`config.mk`:
```
export PLATFORM = sky130hd
export DESIGN_NAME = if_id_stage
export DESIGN_NICKNAME = d
export VERILOG_FILES = /design/src/rtl/pipe_pkg.sv /design/src/rtl/pipe_slot.sv /design/src/rtl/if_id_stage.sv
export SDC_FILE = /design/constraint.sdc
export NUM_CORES = 1
export LEC_CHECK = 0
export BUFFER_PORTS_ARGS = -buffer_cell sky130_fd_sc_hd__buf_2
export CAP_MARGIN = 10
export CORE_MARGIN = 8
export CORE_UTILIZATION = 54
export DETAILED_ROUTE_END_ITERATION = 8
export PLACE_DENSITY_LB_ADDON = 0.15
export SLEW_MARGIN = 20
export SYNTH_ARGS = -nofsm -noshare
export SYNTH_HDL_FRONTEND = slang
export SYNTH_SLANG_ARGS = --single-unit
```
`constraint.sdc`:
```
create_clock -name clk -period 8.3 [get_ports clk]
set_clock_uncertainty 0.1 [all_clocks]
set_input_delay 0.415 -clock clk [delete_from_list [all_inputs] [get_ports clk]]
set_output_delay 0.415 -clock clk [all_outputs]
set_load 0.02 [all_outputs]
```
`src/rtl/pipe_pkg.sv`:
```
// Shared types for the IF->ID pipeline register.
// Default widths, state encoding and the inter-stage bundle.
package pipe_pkg;

    localparam int          XLEN_DEF      = 32;
    localparam logic [31:0] NOP_INSTR_DEF = 32'h0000_0000;

    typedef enum logic [1:0] {
        EMPTY,
        BUSY,
        FULL
    } pipe_state_t;

    typedef struct packed {
        logic [XLEN_DEF-1:0] instr;
        logic [XLEN_DEF-1:0] pc;
        logic [XLEN_DEF-1:0] pc4;
    } if_id_t;

endpackage

```
`src/rtl/pipe_slot.sv`:
```
// One valid+payload register with load and clear.
// Clear keeps payload bits outside CLR_MASK, so PCs survive a kill.
module pipe_slot #(
    parameter int             W        = 96,
    parameter logic [W-1:0]   RST_VAL  = '0,
    parameter logic [W-1:0]   CLR_MASK = '0
) (
    input  logic         clk,
    input  logic         reset,
    input  logic         load,
    input  logic         clear,
    input  logic [W-1:0] d,
    output logic         valid,
    output logic [W-1:0] q
);

    always_ff @(posedge clk or posedge reset) begin
        if (reset) begin
            valid <= 1'b0;
            q     <= RST_VAL;
        end else if (clear) begin
            valid <= 1'b0;
            q     <= (q & ~CLR_MASK) | (RST_VAL & CLR_MASK);
        end else if (load) begin
            valid <= 1'b1;
            q     <= d;
        end
    end

endmodule

```
`src/rtl/if_id_stage.sv`:
```
// IF->ID stage register with valid/ready, flush, bubble count
// and an optional skid slot that keeps in_ready registered.
module if_id_stage
    import pipe_pkg::*;
#(
    parameter int               XLEN      = XLEN_DEF,
    parameter logic [XLEN-1:0]  NOP_INSTR = XLEN'(NOP_INSTR_DEF),
    parameter int               SKID      = 1,
    parameter int               CNT_W     = 16
) (
    input  logic             clk,
    input  logic             reset,
    input  logic             in_valid,
    output logic             in_ready,
    input  logic [XLEN-1:0]  in_instr,
    input  logic [XLEN-1:0]  in_pc,
    input  logic [XLEN-1:0]  in_pc4,
    input  logic             flush,
    output logic             out_valid,
    input  logic             out_ready,
    output logic [XLEN-1:0]  out_instr,
    output logic [XLEN-1:0]  out_pc,
    output logic [XLEN-1:0]  out_pc4,
    output logic [CNT_W-1:0] bubble_cnt
);

    typedef struct packed {
        logic [XLEN-1:0] instr;
        logic [XLEN-1:0] pc;
        logic [XLEN-1:0] pc4;
    } slot_t;

    pipe_state_t state_q;
    pipe_state_t state_d;
    slot_t       in_d;
    slot_t       main_d;
    slot_t       main_q;
    slot_t       skid_q;
    logic        main_v;
    logic        skid_v;
    logic        main_ld;
    logic        main_clr;
    logic        skid_ld;
    logic        skid_clr;
    logic        rdy_q;
    logic        in_fire;
    logic        out_fire;

    assign in_d     = {in_instr, in_pc, in_pc4};
    assign in_fire  = in_valid & in_ready;
    assign out_fire = main_v & out_ready;

    assign out_valid = main_v;
    assign out_instr = main_q.instr;
    assign out_pc    = main_q.pc;
    assign out_pc4   = main_q.pc4;

    always_comb begin
        state_d  = state_q;
        main_ld  = 1'b0;
        main_clr = 1'b0;
        skid_ld  = 1'b0;
        skid_clr = 1'b0;
        main_d   = skid_v ? skid_q : in_d;
        if (flush) begin
            state_d  = EMPTY;
            main_clr = 1'b1;
            skid_clr = 1'b1;
        end else begin
            unique case (state_q)
                EMPTY: begin
                    if (in_fire) begin
                        main_ld = 1'b1;
                        state_d = BUSY;
                    end
                end
                BUSY: begin
                    if (in_fire && out_fire) begin
                        main_ld = 1'b1;
                    end else if (in_fire && SKID != 0) begin
                        skid_ld = 1'b1;
                        state_d = FULL;
                    end else if (out_fire) begin
                        main_clr = 1'b1;
                        state_d  = EMPTY;
                    end
                end
                FULL: begin
                    if (out_fire) begin
                        main_ld  = 1'b1;
                        skid_clr = 1'b1;
                        state_d  = BUSY;
                    end
                end
                default: state_d = EMPTY;
            endcase
        end
    end

    always_ff @(posedge clk or posedge reset) begin
        if (reset) begin
            state_q    <= EMPTY;
            rdy_q      <= 1'b1;
            bubble_cnt <= '0;
        end else begin
            state_q <= state_d;
            rdy_q   <= (state_d != FULL);
            if (!main_v && bubble_cnt != '1)
                bubble_cnt <= bubble_cnt + CNT_W'(1);
        end
    end

    pipe_slot #(
        .W        (3*XLEN),
        .RST_VAL  ({NOP_INSTR, {(2*XLEN){1'b0}}}),
        .CLR_MASK ({{XLEN{1'b1}}, {(2*XLEN){1'b0}}})
    ) u_main (
        .clk   (clk),
        .reset (reset),
        .load  (main_ld),
        .clear (main_clr),
        .d     (main_d),
        .valid (main_v),
        .q     (main_q)
    );

    if (SKID != 0) begin : g_skid
        pipe_slot #(
            .W (3*XLEN)
        ) u_skid (
            .clk   (clk),
            .reset (reset),
            .load  (skid_ld),
            .clear (skid_clr),
            .d     (in_d),
            .valid (skid_v),
            .q     (skid_q)
        );
        // Registered ready: no path from out_ready.
        assign in_ready = rdy_q & ~reset;
    end else begin : g_noskid
        assign skid_v   = 1'b0;
        assign skid_q   = '0;
        assign in_ready = ~reset & (out_ready | ~main_v);
    end

endmodule

```
==> results of run 1 <==
## metrics by stage
step	hold WS (ns)	area, um^2	setup slack, ns	utilization (%)
2_1_floorplan	0.3781	9492	1.964	-
3_3_place_gp	0.3751	10630	5.112	61.64
3_5_place_dp	0.3792	10650	5.028	61.80
4_1_cts	0.05222	11400	5.099	66.12
5_1_grt	0.05667	11430	5.207	66.34
6_report	0.03141	11430	5.318	66.34
## cell usage in the layout, fill, tap and decap left out, types with 5 or more instances in the layout
cell,instances
dfrtp_1,211
mux2_2,59
buf_2,214
nand3_1,69
nand4_1,7
mux2i_1,99
clkbuf_8,7
clkbuf_16,23
nor2_1,7
o21ai_0,67
xnor2_1,7
clkbuf_1,5
nand2_1,7
mux2_4,40
o2bb2ai_2,30
## metal layers
layer | up-vias | GRT usage [%] | wire [um]
met3 | 48 | 6.503 | 1757
met4 | 8 | 6.068 | 547
met5 | - | 0 | 43
li1 | 2949 | - | -
met1 | 3260 | 24.50 | 9419
met2 | 187 | 34.11 | 11080
## worst max-delay path by stage
stage,from,slack (ns),end,depth (start not counted)
after CTS,u_main.valid,5.10,u_main.q[31],5
final,u_main.valid,5.32,u_main.valid,6
after global placement,reset,5.11,u_main.valid,6
after detailed placement,reset,5.03,u_main.q[31],6
after floorplan,reset,1.96,bubble_cnt[0],1
after global routing,u_main.valid,5.21,u_main.valid,6
## kinds of logic after synthesis
group | Yosys count
xor+xnor | 8
compound gates | 115
mux | 198
simple gates | 109
buf+inv | 55
flops | 213
fa+ha+maj | 1
## worst register-to-register path: cells and delay by family (launching register included)
kind / cells / cell delay, ns
compound gates: 2 / 0.39
buf+inv: 2 / 0.91
flops: 1 / 0.50
simple gates: 2 / 0.98
## flip-flops by register name, summed over array words and instances (netlist names)
name,count
rdy_q,1
u_main.q,96
bubble_cnt,16
state_q,2
u_main.valid,1
g_skid.u_skid.valid,1
g_skid.u_skid.q,96
## power groups by stage
stage	sequential (mW)	combinational (mW)	clock (mW)
after floorplan	1.55	0.337	0
after global placement	1.44	0.656	0
after detailed placement	1.46	0.682	0
after CTS	1.45	0.686	1.01
after global routing	1.48	0.732	1.06
final	1.45	0.674	0.993
## cell type report
type / instances / share of cell area (%)
inverter: 4 / 0.1970
tap: 225 / 2.462
clock inverter: 5 / 0.4596
antenna: 3 / 0.06565
multi-input combinational: 431 / 33.91
timing repair buffer: 221 / 10.21
sequential: 213 / 46.66
clock buffer: 35 / 6.040
==> flow_metrics.env, run 1 <==
export IMPL_overflow=0
export IMPL_seq_area_um2=5335
export IMPL_totalPowerFinal_mw=3.116
export IMPL_viasPerCell=5.675
export IMPL_leakage_nw=5.496
export IMPL_synthTopCellsByArea="dfrtp_1 (56%), mux2i_1 (10%), mux2_2 (7.0%), mux2_4 (6.3%), o2bb2ai_2 (4.7%)"
export IMPL_num_rows=48
export IMPL_wl_per_cell_um=20.09
export IMPL_drtPass1Iterations=4
export IMPL_yosysTopAreaCell="dfrtp_1"
export IMPL_start_util_pct=55.07
export IMPL_synth_compound_area_share_pct=9.676
export IMPL_first_global_vias=7155
export IMPL_crit_family="simple AND/OR/NAND/NOR gates"
export IMPL_finalNonFillerCells=1137
export IMPL_gp_congestion=0.8063
export IMPL_fmax_mhz=335.3
export IMPL_vias=6452
export IMPL_dp_cells=1093
export IMPL_cts_root_buf="clkbuf_16"
export IMPL_worstPathArrival_ns=3.27
export IMPL_cts_inserted_buffers=23
export IMPL_synth_cell_type_count=43
export IMPL_finalHoldViolCount=0
export IMPL_ir_drop_v=0.0001913
export IMPL_synth_most_common_cell="dfrtp_1"
export IMPL_synthMuxAreaShare_pct=23.77
export IMPL_routed_wl_mm=22.84
export IMPL_worst_path_buf_inv=2
export IMPL_cp_max_fo=65
export IMPL_outcome="completed"
export IMPL_grt_max_degree=125
export IMPL_power_density_nw_per_um2=272.5
export IMPL_critPathSlowestCell="and2_4"
export IMPL_synth_top_cell_area_share_pct=55.89
export IMPL_ys_dominant_reg_cell="dfrtp_1"
export IMPL_comb_power_share_pct=21.6
export IMPL_yosys_top_cells_count="dfrtp_1 (212), mux2i_1 (99), nand3_1 (69)"
export IMPL_ys_ff_latch=213
export IMPL_maxSlewHeadroom_pct=29.38
export IMPL_r2r_start="u_main.valid"
export IMPL_path_clk_slew_ns=0.06
export IMPL_numPortBuffers=214
export IMPL_synth_area_um2=9492
export IMPL_rsz0062_at_grt="no"
export IMPL_multi_input_area_um2=3877
export IMPL_startpoint_type="register"
export IMPL_path_class="reg -> reg"
export IMPL_tns_ns=0
export IMPL_core_area_um2=17240
export IMPL_avgSynthCellArea_um2=13.58
export IMPL_cts_resized=0
export IMPL_ys_async_sr_fraction_pct=100.0
export IMPL_synth_nets=801
export IMPL_drv_slew=0
export IMPL_synth_warning_count=0
export IMPL_worstSetupEndpointType="register"
export IMPL_crit_chain="and3_1 -> o21ai_4 -> buf_4 -> and2_4 -> buf_16 -> a21bo_2"
export IMPL_die_y_um=148.6
export IMPL_seq_area_frac_synth_pct=56.17
export IMPL_io_pins=215
export IMPL_min_period_ns=2.982
export IMPL_power_frac_clock_pct=31.9
export IMPL_max_stage_delay_ns=0.67
export IMPL_area_growth_pct=20.47
export IMPL_switching_power_mw=0.9159
export IMPL_r2r_slack_ns=5.32
export IMPL_clk_latency_ns=0.49
export IMPL_synth_top_family_by_area="multiplexers"
export IMPL_antenna_found_initial=6
export IMPL_finalCritPeriodShare_pct=35.93
export IMPL_cts_sinks=213
export IMPL_p_int_mw=2.200
export IMPL_tightest_slew_ns=1.059
export IMPL_fin_nets=996
export IMPL_p_seq_share_pct=46.5
export IMPL_ant_nets=0
export IMPL_fp_dieArea_um2=22080
export IMPL_holdBufCountCts=0
export IMPL_nFillCells=1321
export IMPL_drc=0
export IMPL_grt_use_total_pct=20.33
export IMPL_drive_gt1_share_pct=43.67
export IMPL_setup_viol=0
export IMPL_r2r_cells=6
export IMPL_r2r_end="u_main.valid"
export IMPL_hpwlAfterDp_mm=15.02
export IMPL_cts_tree="built"
export IMPL_grt_pass1_wl_mm=36.64
export IMPL_synthAdderAreaFrac_pct=0.1318
export IMPL_cts_buffer_depth=3
export IMPL_synth_edf_count=0
export IMPL_drtIter0Drc=360
export IMPL_drv_cap=0
export IMPL_post_cts_buffers=0
export IMPL_holdCritPathClass="in -> async"
export IMPL_die_width_um=148.6
export IMPL_cp_data_required_time_ns=8.59
export IMPL_cts_htree_levels=1
export IMPL_synth_cells=699
export IMPL_netSwitchingFraction_pct=29.40
export IMPL_synth_xor_area_share_pct=0.7382
export IMPL_synth_simple_area_share_pct=6.301
Power figures use the tool's default switching activity.
==> run 2: changes to the inputs <==
CORE_UTILIZATION = 49   (was 54)
clock period = 2.42 ns   (was 8.3 ns; I/O delays follow)
==> flow_metrics.env, run 2 (same netlist as run 1, synthesis figures left out) <==
export IMPL_routed_wl_mm=23.89
export IMPL_ir_drop_v=0.0006071
export IMPL_start_util_pct=49.42
export IMPL_power_density_nw_per_um2=859.2
export IMPL_grt_use_total_pct=19.44
export IMPL_area_growth_pct=32.48
export IMPL_fmax_mhz=453.3
export IMPL_leakage_nw=5.966
export IMPL_io_pins=215
export IMPL_cts_inserted_buffers=24
export IMPL_finalCritPeriodShare_pct=91.16
export IMPL_first_global_vias=7500
export IMPL_viasPerCell=5.340
export IMPL_fin_util_pct=65.47
export IMPL_crit_start="state_q[1]"
export IMPL_cts_htree_levels=1
export IMPL_path_class="reg -> reg"
export IMPL_hpwlAfterDp_mm=15.20
export IMPL_ant_nets=0
export IMPL_setup_viol=0
export IMPL_reg_largest_list="g_skid.u_skid.q x96, u_main.q x96, bubble_cnt x16"
export IMPL_fin_nets=1103
export IMPL_r2r_cells=5
export IMPL_post_cts_buffers=0
export IMPL_outcome="completed"
export IMPL_antenna_found_initial=0
export IMPL_cts_resized=0
export IMPL_tightest_slew_ns=0.7776
export IMPL_drc=0
export IMPL_overflow=0
export IMPL_die_width_um=155.2
export IMPL_worstSetupEndpointType="register"
export IMPL_drv_slew=0
export IMPL_min_from="in_valid"
export IMPL_rsz0062_at_grt="no"
export IMPL_fp_dieArea_um2=24080
export IMPL_path_clk_slew_ns=0.06
export IMPL_drive_gt1_share_pct=39.78
export IMPL_drtIter0Drc=300
export IMPL_numPortBuffers=214
export IMPL_worstPathArrival_ns=2.50
export IMPL_die_y_um=155.2
export IMPL_min_period_ns=2.206
export IMPL_finalHoldViolCount=0
export IMPL_maxSlewHeadroom_pct=48.16
export IMPL_final_cell_mix="buf_2 (214), dfrtp_1 (211), mux2i_1 (99), dlygate4sd3_1 (99), nand3_1 (69)"
export IMPL_vias=6851
export IMPL_core_area_um2=19210
export IMPL_insertedDiodeCount=0
export IMPL_cts_tree="built"
export IMPL_gp_congestion=0.7487
export IMPL_startpoint_type="register"
export IMPL_cp_max_fo=59
export IMPL_cts_root_buf="clkbuf_16"
export IMPL_cp_data_required_time_ns=2.71
export IMPL_holdCritPathClass="in -> reg"
export IMPL_wl_per_cell_um=18.62
export IMPL_final_common_cell="buf_2"
export IMPL_min_delay_path_depth=4
export IMPL_cts_sinks=213
export IMPL_r2r_start="state_q[1]"
export IMPL_clk_latency_ns=0.51
export IMPL_drv_cap=0
export IMPL_timing_hold_ws_ns=0.03101
export IMPL_cts_buffer_depth=3
export IMPL_drtPass1Iterations=4
export IMPL_num_rows=51
export IMPL_grt_max_degree=91
export IMPL_grt_pass1_wl_mm=38.63
run 2: what timing repair did:
action,CTS,global route
hold buffers,99,0
hold endpoints to repair,245,0
setup endpoints to repair,0,0
run 2: final timing paths:
| check | endpoint | slack, ns |
|---|---|---|
| worst max register to register | u_main.valid | 0.21 |
| max in group asynchronous | g_skid.u_skid.q[19] | 1.22 |
| min in group asynchronous | state_q[1] | 0.16 |
| worst max-delay path | u_main.valid | 0.21 |
| worst min-delay path | g_skid.u_skid.valid | 0.03 |
| worst min register to register | u_main.q[91] | 0.39 |
run 2: where the power goes:
part	internal [mW]	switching (mW)	total (mW)	leakage, nW
Combinational	1.20	1.28	2.48	2.86
Clock	1.98	1.40	3.38	0.369
Sequential	4.41	0.538	4.95	2.74
run 2: final cells by class:
cell class	instances	area [um^2]
clock buffer	35	693.2
clock inverter	8	43.79
fill	1406	6633
inverter	4	18.77
multi-input combinational	431	3877
sequential	213	5335
tap	265	331.6
timing repair buffer	327	2275
run 2: critical path: stages, from the launching register on:
cell      delay, ns
dfrtp_1        0.42
and4bb_4       0.26
o21ai_4        0.15
and2_4         0.57
buf_16         0.32
a21bo_2        0.25
run 2: metrics by stage:
stage | worst slack (ns) | cells | area [um^2] | setup TNS [ns] | total power [mW]
floorplan | -0.5704 | 699 | 9495 | -120.92 | 6.490
global placement | 0.1137 | 1140 | 10820 | 0 | 7.221
detailed placement | 0.1866 | 1141 | 10850 | 0 | 7.369
CTS | 0.1736 | 1283 | 12570 | 0 | 10.90
global route | 0.1003 | 1283 | 12570 | 0 | 11.36
finish | 0.2140 | 1283 | 12570 | 0 | 10.80
run 2: per-layer routing:
metal,global-route usage (%),up-vias,routed length [um]
met5,0,-,0
met4,5.638,0,537
met3,4.799,43,1544
met2,33.15,185,11720
met1,24.11,3461,10080
li1,-,3162,-
